===== src/rtl/branch_resolve_unit_pkg.sv =====
// Shared encodings for the EX-stage branch resolver: opcodes, branch funct3 codes,
// PC mux selects, and the branch-condition helpers.
package branch_resolve_unit_pkg;

  localparam logic [6:0] OP_BRANCH = 7'b1100011;
  localparam logic [6:0] OP_JAL    = 7'b1101111;
  localparam logic [6:0] OP_JALR   = 7'b1100111;
  localparam logic [6:0] OP_AUIPC  = 7'b0010111;
  localparam logic [6:0] OP_LUI    = 7'b0110111;
  localparam logic [6:0] OP_OP     = 7'b0110011;
  localparam logic [6:0] OP_OP_IMM = 7'b0010011;
  localparam logic [6:0] OP_LOAD   = 7'b0000011;
  localparam logic [6:0] OP_STORE  = 7'b0100011;

  localparam logic [2:0] F3_BEQ  = 3'b000;
  localparam logic [2:0] F3_BNE  = 3'b001;
  localparam logic [2:0] F3_BLT  = 3'b100;
  localparam logic [2:0] F3_BGE  = 3'b101;
  localparam logic [2:0] F3_BLTU = 3'b110;
  localparam logic [2:0] F3_BGEU = 3'b111;

  localparam logic [2:0] PCSEL_SEQ     = 3'b000;
  localparam logic [2:0] PCSEL_BR      = 3'b001;
  localparam logic [2:0] PCSEL_JAL     = 3'b010;
  localparam logic [2:0] PCSEL_JALR    = 3'b011;
  localparam logic [2:0] PCSEL_RECOVER = 3'b100;

  typedef struct packed {
    logic [2:0] pc_sel;
    logic       flush;
    logic [2:0] rf_sel;
  } redirect_t;

  function automatic logic br_legal(input logic [2:0] f3);
    return !(f3 == 3'b010 || f3 == 3'b011);
  endfunction

  function automatic logic br_cond(input logic [2:0] f3, input logic z, input logic n,
                                   input logic ltu);
    case (f3)
      F3_BEQ:  return z;
      F3_BNE:  return !z;
      F3_BLT:  return n;
      F3_BGE:  return !n;
      F3_BLTU: return ltu;
      F3_BGEU: return !ltu;
      default: return 1'b0;
    endcase
  endfunction

endpackage


===== src/rtl/branch_resolve_unit_bht_2bit.sv =====
// Branch history table of 2-bit saturating counters: combinational read,
// write applied at the clock edge, synchronous active-low reset to weakly not-taken.
module bht_2bit #(
  parameter int DEPTH = 64,
  parameter int IDX_W = $clog2(DEPTH)
) (
  input  logic             clk,
  input  logic             rst,
  input  logic [IDX_W-1:0] rd_idx,
  output logic [1:0]       rd_cnt,
  input  logic             wr_en,
  input  logic [IDX_W-1:0] wr_idx,
  input  logic             wr_taken
);

  logic [DEPTH-1:0][1:0] cnt;

  // No write bypass: a same-index read sees the value from before this edge.
  assign rd_cnt = cnt[rd_idx];

  always_ff @(posedge clk) begin
    if (!rst) begin
      cnt <= {DEPTH{2'b01}};
    end else if (wr_en) begin
      if (wr_taken && cnt[wr_idx] != 2'b11)
        cnt[wr_idx] <= cnt[wr_idx] + 2'd1;
      else if (!wr_taken && cnt[wr_idx] != 2'b00)
        cnt[wr_idx] <= cnt[wr_idx] - 2'd1;
    end
  end

endmodule


===== src/rtl/branch_resolve_unit.sv =====
// EX-stage branch resolver: compares outcome to the IF-time BHT prediction, drives PC/RF
// selects and flush, and suppresses redirects for FLUSH_STAGES cycles after each flush.
module branch_resolve_unit
  import branch_resolve_unit_pkg::*;
#(
  parameter int XLEN         = 32,
  parameter int BHT_DEPTH    = 64,
  parameter int FLUSH_STAGES = 2,
  parameter int CNT_W        = 16
) (
  input  logic             clk,
  input  logic             rst,
  input  logic [XLEN-1:0]  if_pc,
  output logic             if_pred_taken,
  input  logic             ex_valid,
  input  logic [XLEN-1:0]  ex_pc,
  input  logic [6:0]       ex_opcode,
  input  logic [2:0]       ex_funct3,
  input  logic             ex_pred_taken,
  input  logic             Z,
  input  logic             N,
  input  logic             LTU,
  input  logic [2:0]       RF_sel_in,
  output logic [2:0]       RF_sel_out,
  output logic [2:0]       PC_sel,
  output logic             flush,
  output logic [CNT_W-1:0] mispredict_cnt
);

  localparam int IDX_W = $clog2(BHT_DEPTH);
  localparam int SH_W  = 2;

  logic [SH_W-1:0] shadow;
  logic [1:0]      rd_cnt;
  logic            act, br_taken, bht_we, mispredict;
  redirect_t       res;

  logic unused_bits;
  assign unused_bits = ^{if_pc[XLEN-1:IDX_W+2], if_pc[1:0], ex_pc[XLEN-1:IDX_W+2],
                         ex_pc[1:0], rd_cnt[0]};

  bht_2bit #(.DEPTH(BHT_DEPTH), .IDX_W(IDX_W)) u_bht (
    .clk      (clk),
    .rst      (rst),
    .rd_idx   (if_pc[IDX_W+1:2]),
    .rd_cnt   (rd_cnt),
    .wr_en    (bht_we),
    .wr_idx   (ex_pc[IDX_W+1:2]),
    .wr_taken (br_taken)
  );

  assign if_pred_taken = rd_cnt[1];

  always_comb begin
    act        = rst && ex_valid && (shadow == '0);
    br_taken   = br_cond(ex_funct3, Z, N, LTU);
    res        = '{pc_sel: PCSEL_SEQ, flush: 1'b0, rf_sel: 3'b000};
    bht_we     = 1'b0;
    mispredict = 1'b0;
    if (act) begin
      case (ex_opcode)
        OP_BRANCH: begin
          // Illegal funct3 resolves as a silent not-taken: no training, no redirect.
          if (br_legal(ex_funct3)) begin
            bht_we     = 1'b1;
            mispredict = br_taken != ex_pred_taken;
            if (br_taken && !ex_pred_taken)
              res = '{pc_sel: PCSEL_BR, flush: 1'b1, rf_sel: 3'b000};
            else if (!br_taken && ex_pred_taken)
              res = '{pc_sel: PCSEL_RECOVER, flush: 1'b1, rf_sel: 3'b000};
          end
        end
        OP_JAL:  res = '{pc_sel: PCSEL_JAL, flush: 1'b1, rf_sel: RF_sel_in};
        OP_JALR: begin
          if (ex_funct3 == 3'b000)
            res = '{pc_sel: PCSEL_JALR, flush: 1'b1, rf_sel: RF_sel_in};
        end
        default: res.rf_sel = RF_sel_in;
      endcase
    end
  end

  assign PC_sel     = res.pc_sel;
  assign flush      = res.flush;
  assign RF_sel_out = res.rf_sel;

  always_ff @(posedge clk) begin
    if (!rst) begin
      shadow         <= '0;
      mispredict_cnt <= '0;
    end else begin
      if (flush)
        shadow <= SH_W'(FLUSH_STAGES);
      else if (shadow != '0)
        shadow <= shadow - SH_W'(1);
      if (mispredict && mispredict_cnt != '1)
        mispredict_cnt <= mispredict_cnt + CNT_W'(1);
    end
  end

endmodule


===== config.mk =====
export PLATFORM = sky130hd
export DESIGN_NAME = branch_resolve_unit
export DESIGN_NICKNAME = d
export VERILOG_FILES = /design/src/rtl/branch_resolve_unit_pkg.sv /design/src/rtl/branch_resolve_unit_bht_2bit.sv /design/src/rtl/branch_resolve_unit.sv
export SDC_FILE = /design/constraint.sdc
export NUM_CORES = 1
export LEC_CHECK = 0
export ABC_AREA = 1
export CAP_MARGIN = 20
export CORE_ASPECT_RATIO = 0.75
export CORE_MARGIN = 3
export CORE_UTILIZATION = 41
export CTS_CLUSTER_SIZE = 25
export DETAILED_ROUTE_END_ITERATION = 8
export PLACE_DENSITY = 0.61
export SLEW_MARGIN = 0
export SYNTH_ARGS = -nofsm -noshare
export SYNTH_HDL_FRONTEND = slang
export SYNTH_SLANG_ARGS = --single-unit

===== constraint.sdc =====
create_clock -name clk -period 2.61 [get_ports clk]
set_input_delay 0.522 -clock clk [delete_from_list [all_inputs] [get_ports clk]]
set_output_delay 0.522 -clock clk [all_outputs]
set_load 0.1 [all_outputs]

==> flow_summary.yaml, run 1 <==
floorplanning:
  fp.dieW_um: 176
  die_area_mm2: 0.0234
  ios: 108
  start_util: 0.427
  die_y_um: 133
  core_mm2: 0.0207
  num_rows: 45
timing:
  finalCriticalPeriod_ns: 2.67
  finClkSkew_ns: 0.00999
  period_share: 1.02
  hold_violations: 0
  layout_setup_ws_ns: -0.0592
  slew_headroom: 0.318
  max_freq_mhz: 375
  rsz0062_at_grt: "true"
  worst_pin_slew_ns: 1.02
  drv_slew: 0
  setup_viol: 52
pwr:
  p_sw_mw: 1.70
  seqPwrFrac: 0.381
  leakagePower_nw: 6.01
  ir_drop_mv: 0.448
  switching_share: 0.291
  pwr-share-clk: 0.444
  power.density_mw_per_mm2: 452
  p_int_mw: 4.15
  p_comb_frac: 0.175
worst_setup_path:
  ff2ff_path_depth: 21
  startpoint_type: "input port"
  worstSetupPathType: "input port to flip-flop"
  critical_path.max_fanout: 6
  r2r-start: "u_bht.cnt[125]"
  required_ns: 2.89
  worstPathArrival_ns: 2.95
  r2r_slack_ns: 0.09
  cp-end-kind: "flip-flop"
clocking:
  ctsLongestPathBuffers: 2
  htree_levels: 4
  numCtsBuffers: 17
  clock_latency_ns: 0.44
  cts_tree: "built"
  cts_sinks: 146
  path_clk_slew_ns: 0.07
  hold_buffers: 0
  ctsRootBufferMaster: "clkbuf_16"
synth:
  synth-seq-cells: 146
  ys_warn_count: 0
  synth.cell_area_mm2: 0.00884
  synth-seq-area-share: 0.331
  syn_area_per_cell_um2: 5.87
  synth_cell_type_count: 30
  syn-num-nets: 1595
  synth_cells: 1506
final_layout:
  fillers: 1881
  antenna_cells: 0
  most-common-layout-cells: "425 x nand2_1, 250 x inv_1, 158 x nor2_1"
  final_common_cell: "nand2_1"
  area_growth_pct: 46.4
  multi_input_area_mm2: 0.00577
  layout.nets: 1757
  post-route-util: 0.624
  drive_above_1_share: 0.253
  area.sequential_mm2: 0.00292
status:
  violations: "negative setup slack"
  status: "finished with violations"
detailed_routing:
  drcViolationCount: 0
  wl_per_cell_um: 16.4
  firstDrtPassIters: 6
  vias: 10100
  avgViaCountPerCell: 5.17
  routed_wirelength_um: 32100
  ant_nets: 0
  first_iter_violations: 1064
global_routing:
  grt.overflow.total: 0
  grt_max_degree: 82
  grt_pass1_vias: 9187
  grt_pass1_wl_um: 49300
  track_usage: 0.263
  antenna_found_initial: 0
placement:
  pre_cts_ws_ns: -1.01
  hpwl_um: 20200
  port_buffers: 55
  finalWeightedCongestion: 0.892
worst_hold_path:
  whs_path_depth: 2
  hold_class: "flip-flop to flip-flop"
flow_run:
  maxCapViolCount: 0
## kinds of logic after synthesis
family / share of synthesized area
compound gates: 0.136
xor+xnor: 0.0119
fa+ha+maj: 0.00708
buf+inv: 0.155
flops: 0.331
simple gates: 0.359
## how the worst max path moves through the flow
| stage | end | start | cells past startpoint |
|---|---|---|---|
| finish | flip-flop | ex_pc[3] | 24 |
| global route | flip-flop | ex_pc[3] | 24 |
| CTS | flip-flop | ex_pc[3] | 22 |
| detailed placement | flip-flop | ex_pc[3] | 20 |
| global placement | flip-flop | ex_pc[3] | 20 |
| floorplan | flush | rst | 7 |
## Yosys cell counts
| cell type | instances | share of area |
|---|---|---|
| nor2_2 | 1 | 0.00071 |
| nand3_1 | 129 | 0.073 |
| nor3_4 | 1 | 0.0018 |
| inv_1 | 266 | 0.11 |
| ha_1 | 5 | 0.0071 |
| o21ai_0 | 86 | 0.049 |
| clkbuf_1 | 32 | 0.014 |
| buf_1 | 2 | 0.00085 |
| xor2_1 | 9 | 0.0089 |
| nor4_4 | 1 | 0.0024 |
| dfxtp_1 | 146 | 0.33 |
| nand3b_1 | 3 | 0.0025 |
| nor2_4 | 1 | 0.0013 |
| o211ai_1 | 17 | 0.014 |
| o22ai_1 | 26 | 0.018 |
| nand2_2 | 1 | 0.00071 |
| o21ai_1 | 5 | 0.0028 |
| a21oi_1 | 87 | 0.049 |
| nand2_1 | 449 | 0.19 |
| nand4_1 | 6 | 0.0042 |
| buf_4 | 5 | 0.0042 |
| nor2_1 | 171 | 0.073 |
| nor3b_1 | 3 | 0.0025 |
| a2111o_1 | 1 | 0.0013 |
| nor3_1 | 12 | 0.0068 |
| o21bai_1 | 1 | 0.00085 |
| inv_2 | 3 | 0.0013 |
| buf_6 | 4 | 0.0051 |
| buf_2 | 30 | 0.017 |
| xnor2_1 | 3 | 0.0030 |
## worst max-delay path, stage by stage
cell	delay (ns)
buf_8	0.11
buf_6	0.13
nor2_4	0.21
buf_12	0.16
nand2_8	0.08
o22ai_2	0.18
nor2_1	0.07
nand2_1	0.07
nand2_1	0.07
nand2_1	0.09
nor2_2	0.05
buf_4	0.12
nand3_2	0.06
ha_2	0.17
inv_2	0.04
nand2_2	0.07
nand2_4	0.07
buf_12	0.13
buf_8	0.12
clkbuf_16	0.17
nand3_4	0.09
inv_2	0.03
nand2_1	0.05
nand3_1	0.07
## metrics by stage
step / instance area, um2 / power, mW / TNS [ns] / hold slack (ns) / cells
2_1_floorplan: 9050 / 2.67 / -0.148 / 0.433 / 1506
3_3_place_gp: 10600 / 3.00 / -122.21 / 0.442 / 1887
3_5_place_dp: 10600 / 3.00 / -121.46 / 0.448 / 1887
4_1_cts: 12100 / 5.73 / -0.791 / 0.464 / 1943
5_1_grt: 12900 / 6.01 / -15.86 / 0.477 / 1963
6_report: 12900 / 5.85 / -1.02 / 0.462 / 1963
## final cells by class
type | instances | area share
Tap cell | 282 | 0.0273
Multi-Input combinational cell | 1019 | 0.446
Timing Repair Buffer | 215 | 0.175
Clock inverter | 15 | 0.0141
Sequential cell | 146 | 0.226
Clock buffer | 17 | 0.0329
Inverter | 269 | 0.0787
## power groups by stage
stage          combinational, mW  clock, mW  sequential [mW]
6_report                    1.02       2.60             2.23
5_1_grt                     1.07       2.71             2.23
4_1_cts                    0.886       2.62             2.23
3_5_place_dp               0.722          0             2.28
3_3_place_gp               0.721          0             2.28
2_1_floorplan              0.396          0             2.28
## timing repair
item | in CTS | in global routing
endpoints found under the setup margin | 132 | 132
endpoints found under the hold margin | 0 | 0
pin swaps | 23 | 63
resized for setup | 149 | 150
buffers inserted | 21 | 17
gates cloned | 4 | 4
## metal layers
metal / up-vias / global-route usage / part of all wire
met1: 4654 / 0.380 / 0.45
met5: - / 0 / 0
li1: 5000 / - / -
met4: 0 / 0.0897 / 0.029
met2: 413 / 0.398 / 0.44
met3: 76 / 0.0456 / 0.084
Power figures use the tool's default switching activity.
==> run 2: changes to the inputs <==
--- a/config.mk
+++ b/config.mk
@@ -10,7 +10,7 @@
 export CORE_ASPECT_RATIO = 0.75
 export CORE_MARGIN = 3
 export CORE_UTILIZATION = 41
-export CTS_CLUSTER_SIZE = 25
+export CTS_CLUSTER_SIZE = 14
 export DETAILED_ROUTE_END_ITERATION = 8
 export PLACE_DENSITY = 0.61
 export SLEW_MARGIN = 0
==> results of run 2 <==
Same layout as run 1: the final DEF is identical, and so are final timing and power.
==> run 3: changes to the inputs <==
--- a/config.mk
+++ b/config.mk
@@ -12,6 +12,7 @@
 export CORE_UTILIZATION = 41
 export CTS_CLUSTER_SIZE = 14
 export DETAILED_ROUTE_END_ITERATION = 8
+export HOLD_SLACK_MARGIN = 0.03
 export PLACE_DENSITY = 0.61
 export SLEW_MARGIN = 0
 export SYNTH_ARGS = -nofsm -noshare
==> results of run 3 <==
Same layout as run 1: the final DEF is identical, and so are final timing and power.
